$ cat src/rtl/la_pwrseq.sv
// Power-switch sequencer for one switchable domain: staggered segment enables,
// isolation/reset sequencing around transitions, and a bounded power-good check.
module la_pwrseq #(
  parameter int N   = 4,
  parameter int DLY = 8,
  parameter int TMO = 64
) (
  input  logic         clk,
  input  logic         nreset,
  input  logic         req,
  input  logic         pwr_ok,
  output logic [N-1:0] sw_en,
  output logic         iso_en,
  output logic         dom_nreset,
  output logic         on,
  output logic         busy,
  output logic         err
);

  localparam int CMAX = (DLY > TMO) ? DLY : TMO;
  localparam int CW   = $clog2(CMAX + 1);
  localparam logic [CW-1:0] DLY_END = CW'(DLY - 1);
  localparam logic [CW-1:0] TMO_END = CW'(TMO - 1);
  localparam logic [N-1:0]  SW_ALL  = '1;

  typedef enum logic [3:0] {
    S_OFF, S_UP, S_WAIT_PG, S_UNISO, S_UNRST,
    S_ON, S_DN_ISO, S_DN_RST, S_DN_SW, S_ERR
  } state_t;

  state_t        state_q, state_d;
  logic [CW-1:0] cnt_q, cnt_d;
  logic [N-1:0]  sw_d;
  logic          iso_d, nrst_d, on_d, busy_d, err_d;
  logic          pg_meta, pg_s;
  logic          step_done;

  always_ff @(posedge clk or negedge nreset) begin
    if (!nreset) begin
      pg_meta    <= 1'b0;
      pg_s       <= 1'b0;
      state_q    <= S_OFF;
      cnt_q      <= '0;
      sw_en      <= '0;
      iso_en     <= 1'b1;
      dom_nreset <= 1'b0;
      on         <= 1'b0;
      busy       <= 1'b0;
      err        <= 1'b0;
    end else begin
      pg_meta    <= pwr_ok;
      pg_s       <= pg_meta;
      state_q    <= state_d;
      cnt_q      <= cnt_d;
      sw_en      <= sw_d;
      iso_en     <= iso_d;
      dom_nreset <= nrst_d;
      on         <= on_d;
      busy       <= busy_d;
      err        <= err_d;
    end
  end

  assign step_done = (cnt_q == DLY_END);

  // Outputs are computed from the next state so every output is a flop.
  always_comb begin
    state_d = state_q;
    cnt_d   = cnt_q;
    sw_d    = sw_en;
    iso_d   = iso_en;
    nrst_d  = dom_nreset;
    on_d    = on;
    err_d   = err;
    case (state_q)
      S_OFF: begin
        if (req) begin
          state_d = S_UP;
          cnt_d   = '0;
          sw_d    = N'(1);
        end
      end
      S_UP: begin
        if (step_done) begin
          cnt_d = '0;
          if (sw_en == SW_ALL) state_d = S_WAIT_PG;
          else                 sw_d    = (sw_en << 1) | N'(1);
        end else begin
          cnt_d = cnt_q + 1'b1;
        end
      end
      S_WAIT_PG: begin
        if (pg_s) begin
          state_d = S_UNISO;
          cnt_d   = '0;
          iso_d   = 1'b0;
        end else if (cnt_q == TMO_END) begin
          state_d = S_ERR;
          cnt_d   = '0;
          sw_d    = '0;
          err_d   = 1'b1;
        end else begin
          cnt_d = cnt_q + 1'b1;
        end
      end
      S_UNISO: begin
        if (step_done) begin
          state_d = S_UNRST;
          cnt_d   = '0;
          nrst_d  = 1'b1;
        end else begin
          cnt_d = cnt_q + 1'b1;
        end
      end
      S_UNRST: begin
        if (step_done) begin
          state_d = S_ON;
          cnt_d   = '0;
          on_d    = 1'b1;
        end else begin
          cnt_d = cnt_q + 1'b1;
        end
      end
      S_ON: begin
        // Brownout outranks a power-down request.
        if (!pg_s) begin
          state_d = S_ERR;
          sw_d    = '0;
          iso_d   = 1'b1;
          nrst_d  = 1'b0;
          on_d    = 1'b0;
          err_d   = 1'b1;
        end else if (!req) begin
          state_d = S_DN_ISO;
          cnt_d   = '0;
          on_d    = 1'b0;
          iso_d   = 1'b1;
        end
      end
      S_DN_ISO: begin
        if (step_done) begin
          state_d = S_DN_RST;
          cnt_d   = '0;
          nrst_d  = 1'b0;
        end else begin
          cnt_d = cnt_q + 1'b1;
        end
      end
      S_DN_RST: begin
        if (step_done) begin
          state_d = S_DN_SW;
          cnt_d   = '0;
          sw_d    = sw_en >> 1;
        end else begin
          cnt_d = cnt_q + 1'b1;
        end
      end
      S_DN_SW: begin
        if (step_done) begin
          cnt_d = '0;
          if (sw_en == '0) state_d = S_OFF;
          else             sw_d    = sw_en >> 1;
        end else begin
          cnt_d = cnt_q + 1'b1;
        end
      end
      S_ERR: begin
        if (!req) begin
          state_d = S_OFF;
          err_d   = 1'b0;
        end
      end
      default: state_d = S_OFF;
    endcase
    busy_d = !(state_d inside {S_OFF, S_ON, S_ERR});
  end

endmodule
$ cat config.mk
export PLATFORM = sky130hd
export DESIGN_NAME = la_pwrseq
export DESIGN_NICKNAME = d
export VERILOG_FILES = /design/src/rtl/la_pwrseq.sv
export SDC_FILE = /design/constraint.sdc
export NUM_CORES = 1
export LEC_CHECK = 0
export CELL_PAD_IN_SITES_DETAIL_PLACEMENT = 1
export CELL_PAD_IN_SITES_GLOBAL_PLACEMENT = 1
export CORE_ASPECT_RATIO = 1.1
export CORE_UTILIZATION = 45
export CTS_BUF_LIST = sky130_fd_sc_hd__clkbuf_2 sky130_fd_sc_hd__clkbuf_4 sky130_fd_sc_hd__clkbuf_8
export CTS_CLUSTER_DIAMETER = 150
export DETAILED_ROUTE_END_ITERATION = 16
export HOLD_SLACK_MARGIN = 0.08
export PLACE_DENSITY_LB_ADDON = 0.1
export SYNTH_ARGS = -nofsm -noshare
export SYNTH_HDL_FRONTEND = slang
export SYNTH_SLANG_ARGS = --single-unit
$ cat constraint.sdc
create_clock -name clk -period 2.3 [get_ports clk]
set_input_delay 0.69 -clock clk [delete_from_list [all_inputs] [get_ports clk]]
set_output_delay 0.69 -clock clk [all_outputs]
set_load 0.01 [all_outputs]
==> run metrics <==
f_max 450.5 MHz; Syn Nets 182; final hold vios 0; Worst-path clk slew ~0.13 ns; routed vias/inst 6.304; RD Place Congestion roughly 0.86; post-layout util 0.5758; largest net degree at the start of global routing 23; worst vdd ir 0.0005571 V; max-cap viol count 0; Fin Clk Skew 0.004838 ns; CTS tree yes; endpoint class of the critical path register; Worst Path Arrival approximately 2.4 ns; Routed WL 4.445 mm; # port buffers 12; syn avg cell area 8.645 µm²; CTS root buf clkbuf_4; Max Buffers Root-to-Sink 2; worst slew pin tran 0.5210 ns; Multi-input gate area 873.3 µm²; Lkg Pwr 0.0008036 µW; CTS Buf Count 3; hold crit path type reg -> reg; First-pass DRT Iterations 12; layout cells sized above 1 0.1845; total track usage 0.2690; drt drc 1; reg-to-reg startpoint sw_en[0]$_DFFE_PN0P_; Layout Cells excl Fill 240; Post-CTS Hold Buffers 0; H-tree depth 1; chip width 57.60 µm; Critical Path RT between 2 and 3 ns; status finished, violations left; clk sink count 22; number of synthesized flops with an enable pin 0; pwr dens 1099 nW/µm²; io pins 13; Final nets 212; unrepaired setup endpoints after global routing false; area delta synth->final 18.64%; worst hold start pg_meta$_DFF_PN0_; DP HPWL 3.285 mm; full die area 3638 µm²; WHS Path Cells 0; cells on worst reg2reg path 7; global-route wire length before repair 7.527 mm; crit path from sw_en[0]$_DFFE_PN0P_; setup tns final 0 ns; Core ar. 3153 µm²; final setup violation count 0; vias in the first global route about 1600; Antenna Nets Post-Route 0; Fillers 395; clock latency on the worst-skew pair 0.32 ns; Seq/Total Area, Yosys 0.3606; Mapped Area roughly 1500 µm²; GRT Residual Overflow 0; Die Y 63.16 µm; asr flop ratio synth 1.000; register bit total from synthesis 22; WL/cell 18.52 µm; failing checks DRC; Slew HR 0.6500; crit path max fanout 6; Unique masters post-synth 50; Syn. warnings 0; Initial Util 0.4853; via count 1513; Post-Syn Instances 177; diode count 0; Synth Flop Type dfrtp_1; CP Class reg -> reg; FF+latch area ~550 µm²; Inst Count DP about 230; 1st-iter DRT viols slightly above 90; min Tclk post-route between 2 and 2.5 ns; Tcrit/Tclk final 0.9651; initial antenna violation count 0; Row Count 21; Pins Over Slew Limit 0; kind of start point of the critical path register
flip-flops by register name (all words and copies together), names as in the netlist:
| signal | flops |
|---|---|
| pg_meta | 1 |
| state_q | 4 |
| err | 1 |
| cnt_q | 7 |
| sw_en | 4 |
| iso_en | 1 |
| on | 1 |
| busy | 1 |
| pg_s | 1 |
| dom_nreset | 1 |
cells by family after synthesis:
| logic type | after synthesis | share of synthesized area |
|---|---|---|
| xor gates and xnor gates | 1 | 0.005725 |
| muxes | 6 | 0.04661 |
| DFF | 22 | 0.3606 |
| AOI/OAI and AO/OA | 61 | 0.2592 |
| and+or+nand+nor | 71 | 0.2486 |
| buffers and inverters | 15 | 0.07114 |
| adders and majority gates | 1 | 0.008175 |
where the power goes:
| part | internal [µW] | total, µW | leakage (µW) | switching [µW] |
|---|---|---|---|---|
| Clock | 96.8 | 224 | 0.0000210 | 127 |
| Combinational | 588 | 1140 | 0.000525 | 550 |
| Sequential | 501 | 633 | 0.000257 | 132 |
critical path: stages, from the launching register on:
cell     delay, ns
dfrtp_1       0.48
nor4_1        0.29
buf_4         0.18
nor3_1        0.04
or3_1         0.33
a211o_1       0.29
and4_2        0.21
mux2_4        0.30
worst paths after layout:
check	slack [ns]	to
setup / recovery	0.08	sw_en[2]$_DFFE_PN0P_
hold / removal	0.39	pg_s$_DFF_PN0_
setup reg to reg	0.08	sw_en[2]$_DFFE_PN0P_
hold reg to reg	0.39	pg_s$_DFF_PN0_
max in group asynchronous	1.30	iso_en$_DFFE_PN1P_
min in group asynchronous	0.71	err$_DFFE_PN0P_
area by class of cell:
class | count | share of cell area
Sequential cell | 22 | 0.3039
Multi-Input combinational cell | 140 | 0.4810
Timing Repair Buffer | 35 | 0.1613
Inverter | 5 | 0.01034
Clock buffer | 4 | 0.01999
Tap cell | 34 | 0.02343
placed cells by master (no fill, tap or decap), drive strengths merged, types with 2 or more instances in the layout:
cell type and instances:
mux2 3, nand3 6, a31oi 6, nor3 4
nor2b 3, mux2i 3, o211ai 3, nand2b 6
nor4 3, or3 4, a21oi 11, a22o 5
clkbuf 4, a221oi 2, buf 23, o21ai 18
nand2 18, nor2 15, clkdlybuf4s50 12, inv 5
dfrtp 21, o21a 2, a21o 5, and2b 2
or4b 2, a211o 2
metal layers:
layer	routed length [µm]	GRT usage	part of all wire	vias to the layer above
li1	-	-	-	714
met1	1973	0.3342	0.44	756
met2	2278	0.4855	0.51	36
met3	128	0.01848	0.029	7
met4	64	0.08537	0.014	0
met5	0	0	0	-
through the flow:
stage               area, µm²  setup slack, ns  power [µW]  hold slack (ns)
finish                   1815          0.08016        1995           0.3860
global route             1815         0.006668        2136           0.3799
CTS                      1782          0.06455        1942           0.3844
detailed placement       1745          -0.1661        1706           0.3534
global placement         1745          -0.1224        1640           0.3371
floorplan                1530           0.2004        1355           0.3312
synthesized netlist by cell type (2+ instances only):
library cell,instances,share of area
a211o_1,2,0.011
a21o_1,5,0.025
a21oi_1,11,0.036
a221oi_1,2,0.011
a22o_1,4,0.023
a31oi_1,6,0.025
buf_6,3,0.022
clkbuf_1,3,0.0074
clkbuf_8,2,0.018
dfrtp_1,21,0.34
dlygate4sd1_1,2,0.011
inv_1,5,0.012
mux2_4,2,0.020
mux2i_1,3,0.020
nand2_1,18,0.044
nand2b_1,6,0.025
nand3_1,6,0.020
nor2_1,15,0.037
nor2b_1,3,0.012
nor3_1,4,0.013
nor4_1,3,0.012
o211ai_1,3,0.015
o21a_1,2,0.0098
o21ai_0,12,0.039
o21ai_1,6,0.020
or3_1,3,0.012
or4b_1,2,0.013
repair_timing:
| action | CTS | global route |
|---|---|---|
| resized for setup | 0 | 2 |
| setup buffers | 0 | 4 |
| endpoints found under the setup margin | 0 | 4 |
No activity file was read; power rests on OpenSTA's default activity.
